## config.mk

```make
export PLATFORM = sky130hd
export DESIGN_NAME = osc_vector_sweeper
export DESIGN_NICKNAME = d
export VERILOG_FILES = /design/src/rtl/osc_vector_sweeper.sv
export SDC_FILE = /design/constraint.sdc
export NUM_CORES = 1
export LEC_CHECK = 0
export BUFFER_PORTS_ARGS = -buffer_cell sky130_fd_sc_hd__buf_2
export CAP_MARGIN = 15
export CELL_PAD_IN_SITES_DETAIL_PLACEMENT = 0
export CELL_PAD_IN_SITES_GLOBAL_PLACEMENT = 1
export CORE_UTILIZATION = 25
export CTS_CLUSTER_SIZE = 28
export DETAILED_ROUTE_END_ITERATION = 7
export GPL_TIMING_DRIVEN = 1
export MAX_ROUTING_LAYER = met4
export PLACE_DENSITY = 0.67
export SLEW_MARGIN = 10
export SYNTH_ARGS = -nofsm -noshare
export SYNTH_HDL_FRONTEND = slang
export SYNTH_SLANG_ARGS = --single-unit
```

## constraint.sdc

```tcl
create_clock -name clk -period 2.15 [get_ports clk]
set_input_delay 0.215 -clock clk [delete_from_list [all_inputs] [get_ports clk]]
set_output_delay 0.215 -clock clk [all_outputs]
set_load 0.005 [all_outputs]
```

## src/rtl/osc_vector_sweeper.sv

```systemverilog
// Exhaustive input-vector sweeper for a combinational-loop block: drives every
// vector, waits SETTLE cycles, samples the oscillation flag and records hits.
module osc_vector_sweeper #(
  parameter int unsigned WIDTH  = 8,
  parameter int unsigned SETTLE = 2
) (
  input  logic             clk,
  input  logic             rst,
  input  logic             start,
  input  logic             osc_flag_in,
  output logic [WIDTH-1:0] vec_out,
  output logic             busy,
  output logic             done,
  output logic [WIDTH:0]   hit_count,
  output logic [WIDTH-1:0] first_hit,
  output logic [WIDTH-1:0] last_hit,
  output logic             hit_valid
);

  localparam int unsigned CW = (SETTLE > 1) ? $clog2(SETTLE) : 1;

  typedef enum logic [1:0] {
    S_IDLE,
    S_SETTLE,
    S_SAMPLE,
    S_DONE
  } state_t;

  state_t        state, state_n;
  logic [CW-1:0] settle_cnt;
  logic          last_vec;

  assign last_vec = (vec_out == '1);

  always_comb begin
    state_n = state;
    busy    = 1'b0;
    done    = 1'b0;
    case (state)
      S_IDLE:   if (start) state_n = S_SETTLE;
      S_SETTLE: begin
        busy = 1'b1;
        if (settle_cnt == CW'(SETTLE - 1)) state_n = S_SAMPLE;
      end
      S_SAMPLE: begin
        busy    = 1'b1;
        state_n = last_vec ? S_DONE : S_SETTLE;
      end
      S_DONE: begin
        busy    = 1'b1;
        done    = 1'b1;
        state_n = S_IDLE;
      end
      default:  state_n = S_IDLE;
    endcase
  end

  always_ff @(posedge clk) begin
    if (rst) begin
      state      <= S_IDLE;
      vec_out    <= '0;
      settle_cnt <= '0;
      hit_count  <= '0;
      first_hit  <= '0;
      last_hit   <= '0;
      hit_valid  <= 1'b0;
    end else begin
      state <= state_n;
      case (state)
        S_IDLE: begin
          if (start) begin
            vec_out    <= '0;
            settle_cnt <= '0;
            hit_count  <= '0;
            first_hit  <= '0;
            last_hit   <= '0;
            hit_valid  <= 1'b0;
          end
        end
        S_SETTLE: settle_cnt <= settle_cnt + 1'b1;
        S_SAMPLE: begin
          if (osc_flag_in) begin
            hit_count <= hit_count + 1'b1;
            last_hit  <= vec_out;
            if (!hit_valid) begin
              first_hit <= vec_out;
              hit_valid <= 1'b1;
            end
          end
          // The final vector is held on exit so vec_out never wraps to zero.
          if (!last_vec) begin
            vec_out    <= vec_out + 1'b1;
            settle_cnt <= '0;
          end
        end
        default: ;
      endcase
    end
  end

endmodule

```

==> results of run 1 <==
-- critical path: stages, from the launching register on --
cell and delay, ns:
sky130_fd_sc_hd__dfxtp_1 0.39, sky130_fd_sc_hd__ha_1 0.27, sky130_fd_sc_hd__and3_1 0.27, sky130_fd_sc_hd__a21oi_1 0.48, sky130_fd_sc_hd__nand4bb_1 0.15, sky130_fd_sc_hd__a21oi_1 0.16
-- area by class of cell --
cell class	count	area [um^2]
well taps	77	96.3
fillers	713	4350
inverters	1	3.75
flip-flops and latches	37	741
clock buffers	7	86.3
repair buffers	41	210
multi-input cells	137	830
-- registers in the layout, summed over array words and instances, names as in the netlist --
signal	flops
hit_valid	1
hit_count	9
first_hit	8
vec_out	8
settle_cnt	1
last_hit	8
state	2
-- stage by stage --
step	instance area [um^2]	utilization, %
6_report	1970	31.2
5_1_grt	1970	31.2
4_1_cts	1970	31.2
3_5_place_dp	1880	29.8
3_3_place_gp	1880	29.8
2_1_floorplan	1630	-
-- where the power goes --
group          internal (mW)  switching, mW
clock                  0.254          0.238
combinational         0.0265         0.0445
sequential             0.689        0.00825
-- worst max path at each step --
stage | from | end
2_1_floorplan | vec_out[0] | vec_out[3]
3_3_place_gp | vec_out[0] | vec_out[5]
3_5_place_dp | state[1] | first_hit[2]
4_1_cts | vec_out[0] | vec_out[5]
5_1_grt | state[1] | first_hit[2]
6_report | vec_out[0] | vec_out[5]
-- metal layers --
layer | wire length, um | track usage, % | up-vias
li1 | - | - | 756
met1 | 2140 | 17.5 | 705
met2 | 1820 | 18.6 | 32
met3 | 153 | 3.68 | 5
met4 | 53 | 4.23 | 0
met5 | 0 | - | -
-- placed cells by master, fill, tap and decap left out, types with 3 or more instances in the layout --
cell type                  instances
sky130_fd_sc_hd__a22oi_1           9
sky130_fd_sc_hd__nand2_1           6
sky130_fd_sc_hd__a211oi_1          4
sky130_fd_sc_hd__nor2_1           26
sky130_fd_sc_hd__o21ai_0           7
sky130_fd_sc_hd__nand4_1           3
sky130_fd_sc_hd__nand3_1          12
sky130_fd_sc_hd__nand2b_1          8
sky130_fd_sc_hd__a21oi_1          22
sky130_fd_sc_hd__dfxtp_1          37
sky130_fd_sc_hd__clkbuf_8          6
sky130_fd_sc_hd__nor3_1            3
sky130_fd_sc_hd__buf_2            39
sky130_fd_sc_hd__nand3b_1          4
-- cells by family after synthesis --
family / synth area share (%)
compound gates: 21.6
fa+ha+maj: 1.53
buf+inv: 3.90
simple gates: 25.7
flops: 45.3
mux: 1.91
==> results.txt, run 1 <==
The run finished with clean final reports. In this run, the number of DRC markers left after iteration 0 of detailed routing was 118. The run gives 229 as the net count reported at finish. After detailed routing, the number of remaining DRC violations is 0. For this run the aggregate overflow at the end of global routing stands at 0. TritonCTS built the clock tree. For this run, asynchronously set or reset flops after synthesis account for 0%. In this run the critical register-to-register path is captured at vec_out[5]. Along the worst hold path, the cell count comes to 3.

VDD sags by at most 0.334 mV. Excluding fillers, the count of instances in the completed layout stands at 300. At the pin with the least slew margin, the transition time is 0.697 ns.

Clock latency on the worst-skew pair, taken at its later pin, is 0.29 ns. The logs give 53.5% for the worst slew margin relative to its limit and 0.268 ns for the worst hold slack across all endpoints. A synthesized cell averages 8.74 um^2. Across all register-to-register paths, the minimum setup slack is 0.35 ns.

The tools report the post-CTS setup buffer count as 0. Post-place setup slack: 0.387 ns. STA classifies the critical path endpoint as a flop. The total routed wirelength is 4.17 mm, and the number of H-tree branching levels is 2. Start point of the worst min-delay path: start. For hold timing, the worst endpoint is state[0]. The final setup TNS came out at 0 ns.

Root cell of the clock tree: sky130_fd_sc_hd__clkbuf_8. The width of the chip works out to 82.8 um. The number of warnings reported in the yosys synthesis log came out at 0. The number of buffers added by the clock tree synthesis step was 5.

In this run the critical register-to-register path is launched from vec_out[0]. The logs give 1.26 mW for the total power and 0 for the max-cap violation count. Sorting the synthesized cells by how often they occur yields sky130_fd_sc_hd__dfxtp_1, sky130_fd_sc_hd__nor2_1, sky130_fd_sc_hd__a21oi_1. The detailed-route vias per instance was 4.99; the number of gates resized after CTS was 0.

The detailed placer's ending HPWL is 2.98 mm, and the number of failing hold endpoints at the final stage is 0. Most common cell in the netlist: sky130_fd_sc_hd__dfxtp_1. Setup repair after global routing left no endpoint under its margin. For this run, the leading register cell type out of synthesis is sky130_fd_sc_hd__dfxtp_1.

The worst path meets setup with 0.350 ns of slack. The area growth from synthesis to layout is 20.4%. Dividing total power by cell area gives a power density of 641 mW/mm^2. The run gives 7.04 mm as the global-route wire length before repair. Across all layers, the routed design uses 1,498 vias. For the core region area, the log shows 0.00631 mm^2. Setup violations remaining at the end of the flow were counted as 0. The tools report the number of global-route vias before repair as 1,426. The run gives 37 as the number of clock sinks. Summed over all cells, the static leakage comes to 0.793 nW. The worst setup path is of the reg2reg kind.

For the worst setup path, the data arrival time is 2.02 ns. After synthesis, flip-flops and latches occupy 45.3% of the total area. 40 I/O pins were placed.

The number of nets in the synthesized netlist is 193. Once detail routing completed, the nets flagged for antenna violations numbered 0. Of the cells placed in the final design, the portion with a size suffix greater than 1 is 25.1%.

After synthesis the netlist holds a flip-flop and latch count of 37. The largest net degree at the start of global routing is 28, and the worst reg-to-reg path cell count is 5. The tools report the initial antenna violation count as 0.

The maximum fanout encountered on the critical timing path is 7. The cell type contributing the most total cell area after synthesis is sky130_fd_sc_hd__dfxtp_1. The class of the tightest hold or removal check is in2reg.

The number of cell rows is 29, and the wire length per cell after detailed routing is 13.9 um. Measured along the y axis, the die boundary spans 82.8 um. The type of origin of the critical path was a flop. For this run, the total global-route usage over all layers was measured as 13.0%. The number of antenna diodes in the final layout is 0. After synthesis, the netlist uses 39 different library cells. STA puts the critical path data required time at 2.37 ns. The number of placed instances, taps included, is 293. Yosys mapped a number of flops with a built-in enable equal to 0. The number of buffers between clock root and the deepest sink was 2.

After synthesis, the largest area contributor takes up 45.3% of total cell area. Across the routed clock network, the largest skew measured is 0.00595 ns. The first detailed-routing pass ran for 4 iterations. In this run the cell area of the synthesized design comes to 0.00163 mm^2.

The number of pins with negative max-slew slack in the final report is 0, and the area of the die is 0.00686 mm^2. By area the synthesized netlist is led by sky130_fd_sc_hd__dfxtp_1, sky130_fd_sc_hd__a21oi_1, sky130_fd_sc_hd__nor2_1. After layout, the worst path uses 83.7% of the clock period.

The tools report the gate count of the mapped netlist as 187. The count of buffers added on input and output ports is 39. At the end of routability-driven placement, the weighted congestion stood at 0.744. Clock-pin slew was measured on the worst setup and hold paths at 0.07 ns. In this run, post-CTS hold repair placed 0 buffers. The worst path needs 1.80 ns of the cycle, external delays included. The initial utilization of the core area, before any placement, comes to 25.9%. The run gives 555 MHz as the maximum clock frequency.
(Power assumes the default switching activity.)
==> inputs of run 2 (changes only) <==
Settings changed: ABC_AREA set to 1, PLACE_DENSITY 0.67 to 0.69.
Clock period 2.15 ns to 1.7 ns, I/O delays scaled along.
==> run 2 against run 1 <==
The flow now finishes with violations (DRC). Worst setup slack worse by 0.10 ns. Global-route usage up 0.48 points. Synthesized cell count up 30%. Maximum frequency up 24%. Via count up 11%. First-iteration DRC count down 51%. Critical endpoint unchanged.
==> results.txt, run 2 <==
The run finished, with violations left. The checks that failed: DRC. The leading cell type in the layout, fill and taps excluded was sky130_fd_sc_hd__nand2_1. Register bit count reported by yosys: 37. The slew at the pin closest to its max-slew limit is 0.544 ns, and the data required time of the critical path is 1.88 ns.

The congestion estimate from routability-driven global placement came to 0.807. The tree built by TritonCTS fans out to 37 sinks. For the worst-skew pair, the clock arrives at the later sink with an insertion delay of 0.29 ns. The number of gates resized after CTS came out at 0. sky130_fd_sc_hd__nand2_1 is the most common cell in the netlist. Clock skew on the completed layout was measured at 0.00779 ns.

The tools report the standby leakage power as 0.914 nW. The worst setup path is captured at a flop. The width of the chip works out to 83.9 um.

The number of different library cells in the post-synthesis netlist was 22; the area of the die was 0.00704 mm^2. The register with the most flip-flops was hit_count. Along the worst path, the maximum fanout reaches 8.

The tools report the post-detailed-route DRC marker count as 2. The core region is 0.00642 mm^2. The area growth from synthesis to layout was 25.7%; the number of cell rows was 29.

Setup repair after global routing left no endpoint under its margin. The share of Yosys cell area claimed by the top area cell type was 44.2%. The logs give 2 for the number of H-tree branching levels and 0 for the number of failing setup endpoints in the final timing report. Detailed placer's ending HPWL: 3.26 mm. The maximum clock frequency is 687 MHz, and the number of search-and-repair iterations in the first detailed-routing pass is 6.

The critical path contains buffers and inverters numbering 0 combined. Once the floorplan was initialized, standard cells occupied 26.1% of the core. The tools report the number of hold buffers added after CTS as 0. After synthesis, the most frequently instantiated cells are sky130_fd_sc_hd__nand2_1, sky130_fd_sc_hd__dfxtp_1, sky130_fd_sc_hd__nor2_1. After layout, the worst path uses 85.6% of the clock period. The net count reported at finish was 295.

The detailed router finished its first iteration with 58 violations. The sequential area share after synthesis was 44.2%; the count of input and output buffers was 39. The number of buffers added by the clock tree synthesis step is 5, and the flip-flop count of the largest register after layout is 9.

Root cell of the clock tree: sky130_fd_sc_hd__clkbuf_8. The average instance in the mapped netlist occupies 6.87 um^2. The synthesized design contains 0 enable-type register cells. In the final layout, flip-flops and latches occupy 741 um^2. The worst setup path is of the reg2reg kind.

Of the cells placed in the final design, the portion with a size suffix greater than 1 is 22.4%. The number of pins with negative max-slew slack in the final report is 0, and the number of buffers between clock root and the deepest sink is 2. The logs give 0 for the initial antenna violation count and 250 for the post-synth net total. Post-CTS timing repair inserted 0 buffers for setup. Traced cell by cell, the critical path runs through ha_1, nand2_1, nor2_1, nand3_1, nand2_4, nand2_1, nand2_1, nor2_1. Total routed wirelength: 4.39 mm. The number of failing hold endpoints at the final stage is 0, and the worst supply voltage drop on vdd is 0.346 mV. The remaining global-route overflow was 0.

The cell type with the highest occurrence count on the critical path was sky130_fd_sc_hd__nand2_1. Highest cell delay on the worst timing path: 0.39 ns. The type of origin of the critical path is a flop.

The post-layout minimum cycle time is 1.45 ns. In the layout the commonest cells are sky130_fd_sc_hd__nand2_1, sky130_fd_sc_hd__buf_2, sky130_fd_sc_hd__dfxtp_1. Entering global routing, the biggest net connects 20 pins. In this run the power density over the cells is 964 mW/mm^2. On the critical path, the stage with the largest delay is an instance of sky130_fd_sc_hd__dfxtp_1.

The run gives 40 as the count of pins on the block boundary. The wire length per cell after detailed routing is 12.0 um, and the post-synthesis async set-or-reset flop share is 0%. After layout, the design draws a total of 2.03 mW. The number of global-route vias before repair was 1,494; the number of routed nets with antenna violations was 0. The tools report the worst hold slack across all endpoints as 0.223 ns. The tightest min-delay check is of the in2reg type.

After routing the design area is 0.00211 mm^2. The repair_antennas step left the layout with diodes totalling 0. Summed over all instances, the cell type with the most area after synthesis is sky130_fd_sc_hd__dfxtp_1. The height of the chip was 83.9 um; the number of warnings reported in the yosys synthesis log was 0. The multi-input combinational cells in the finished layout cover a total of 800 um^2.

At the worst endpoint, the arrival time is 1.64 ns. The tools report the global router's overall resource usage as 13.4%. The worst pin sits at a relative slew slack of 63.7%. The first global-routing pass estimated 7.37 mm of wire. The run gives 703 as the number of fill cells.

For this block, the via count after detailed routing is 1,665. The synthesized area is 0.00168 mm^2. For the placed standard-cell area, the log shows 0.00197 mm^2. The CTS clock-pin slew for the worst setup and hold paths is 0.08 ns.

The prevailing post-synth register cell was sky130_fd_sc_hd__dfxtp_1. In the routed layout, each cell is associated on average with a via count of 4.54. Synthesis handed over a netlist of 244 instances. Among cell families on the critical path, the largest total delay comes from simple AND/OR/NAND/NOR gates. TritonCTS built the clock tree.

Yosys attributes the largest share of cell area to sky130_fd_sc_hd__dfxtp_1, sky130_fd_sc_hd__nand2_1, sky130_fd_sc_hd__a21oi_1. The tool flagged a number of max-cap violations equal to 0. The final setup TNS came out at 0 ns.
[run 2: cell types whose count changed in the layout (fill, tap and decap cells not counted), sizes merged, moves of 5 or more]
| cell | previous run | this run |
|---|---|---|
| nand2 | 6 | 62 |
| inv | 1 | 28 |
| o21ai | 7 | 21 |
| nor2 | 26 | 38 |
| a22oi | 9 | 0 |
| nand2b | 8 | 0 |
| a21oi | 22 | 27 |
| nand3b | 5 | 0 |
[run 2: worst paths after layout]
path | endpoint | start | cells after the start | slack [ns]
worst max-delay path | vec_out[5] | vec_out[0] | 8 | 0.25
worst min-delay path | last_hit[0] | osc_flag_in | 3 | 0.22
worst max register to register | vec_out[5] | vec_out[0] | 8 | 0.25
worst min register to register | settle_cnt | settle_cnt | 2 | 0.46
[run 2: report_power, final]
group | total [mW] | internal [mW] | switching [mW]
Sequential | 0.917 | 0.895 | 0.0221
Combinational | 0.208 | 0.0676 | 0.140
Clock | 0.907 | 0.583 | 0.324
[run 2: layout make-up]
cell class	instances	area share (%)
multi-input combinational	173	37.9
sequential	37	35.1
timing repair buffer	44	11.0
inverter	28	4.99
tap	77	4.57
clock buffer	5	3.26
clock inverter	3	3.09
[run 2: kinds of logic after synthesis]
family	count (synthesis)	share of synthesized area, %
AO/OA/AOI/OAI	51	15.8
AND/OR/NAND/NOR	120	30.4
flip-flops	37	44.2
buffers and inverters	34	8.13
adder cells (fa/ha/maj)	2	1.49
[run 2: routing by layer]
metal / vias up / share of wire (%) / global-route usage [%] / routed length, um
met5: - / 0 / - / 0
met4: 0 / 1.3 / 4.70 / 57
met3: 6 / 4.2 / 3.46 / 184
met2: 30 / 46 / 21.1 / 2010
met1: 759 / 49 / 16.7 / 2140
li1: 870 / - / - / -
[run 2: tightest hold or removal path: cells and delay by family]
family          cells  cell delay, ns
buf+inv             1            0.16
simple gates        1            0.08
compound gates      1            0.05
[run 2: metrics by stage]
stage / setup WS (ns) / util, % / std cells
2_1_floorplan: 0.403 / - / 244
3_3_place_gp: 0.233 / 30.7 / 359
3_5_place_dp: 0.243 / 30.7 / 359
4_1_cts: 0.236 / 32.8 / 367
5_1_grt: 0.0286 / 32.8 / 367
6_report: 0.245 / 32.8 / 367
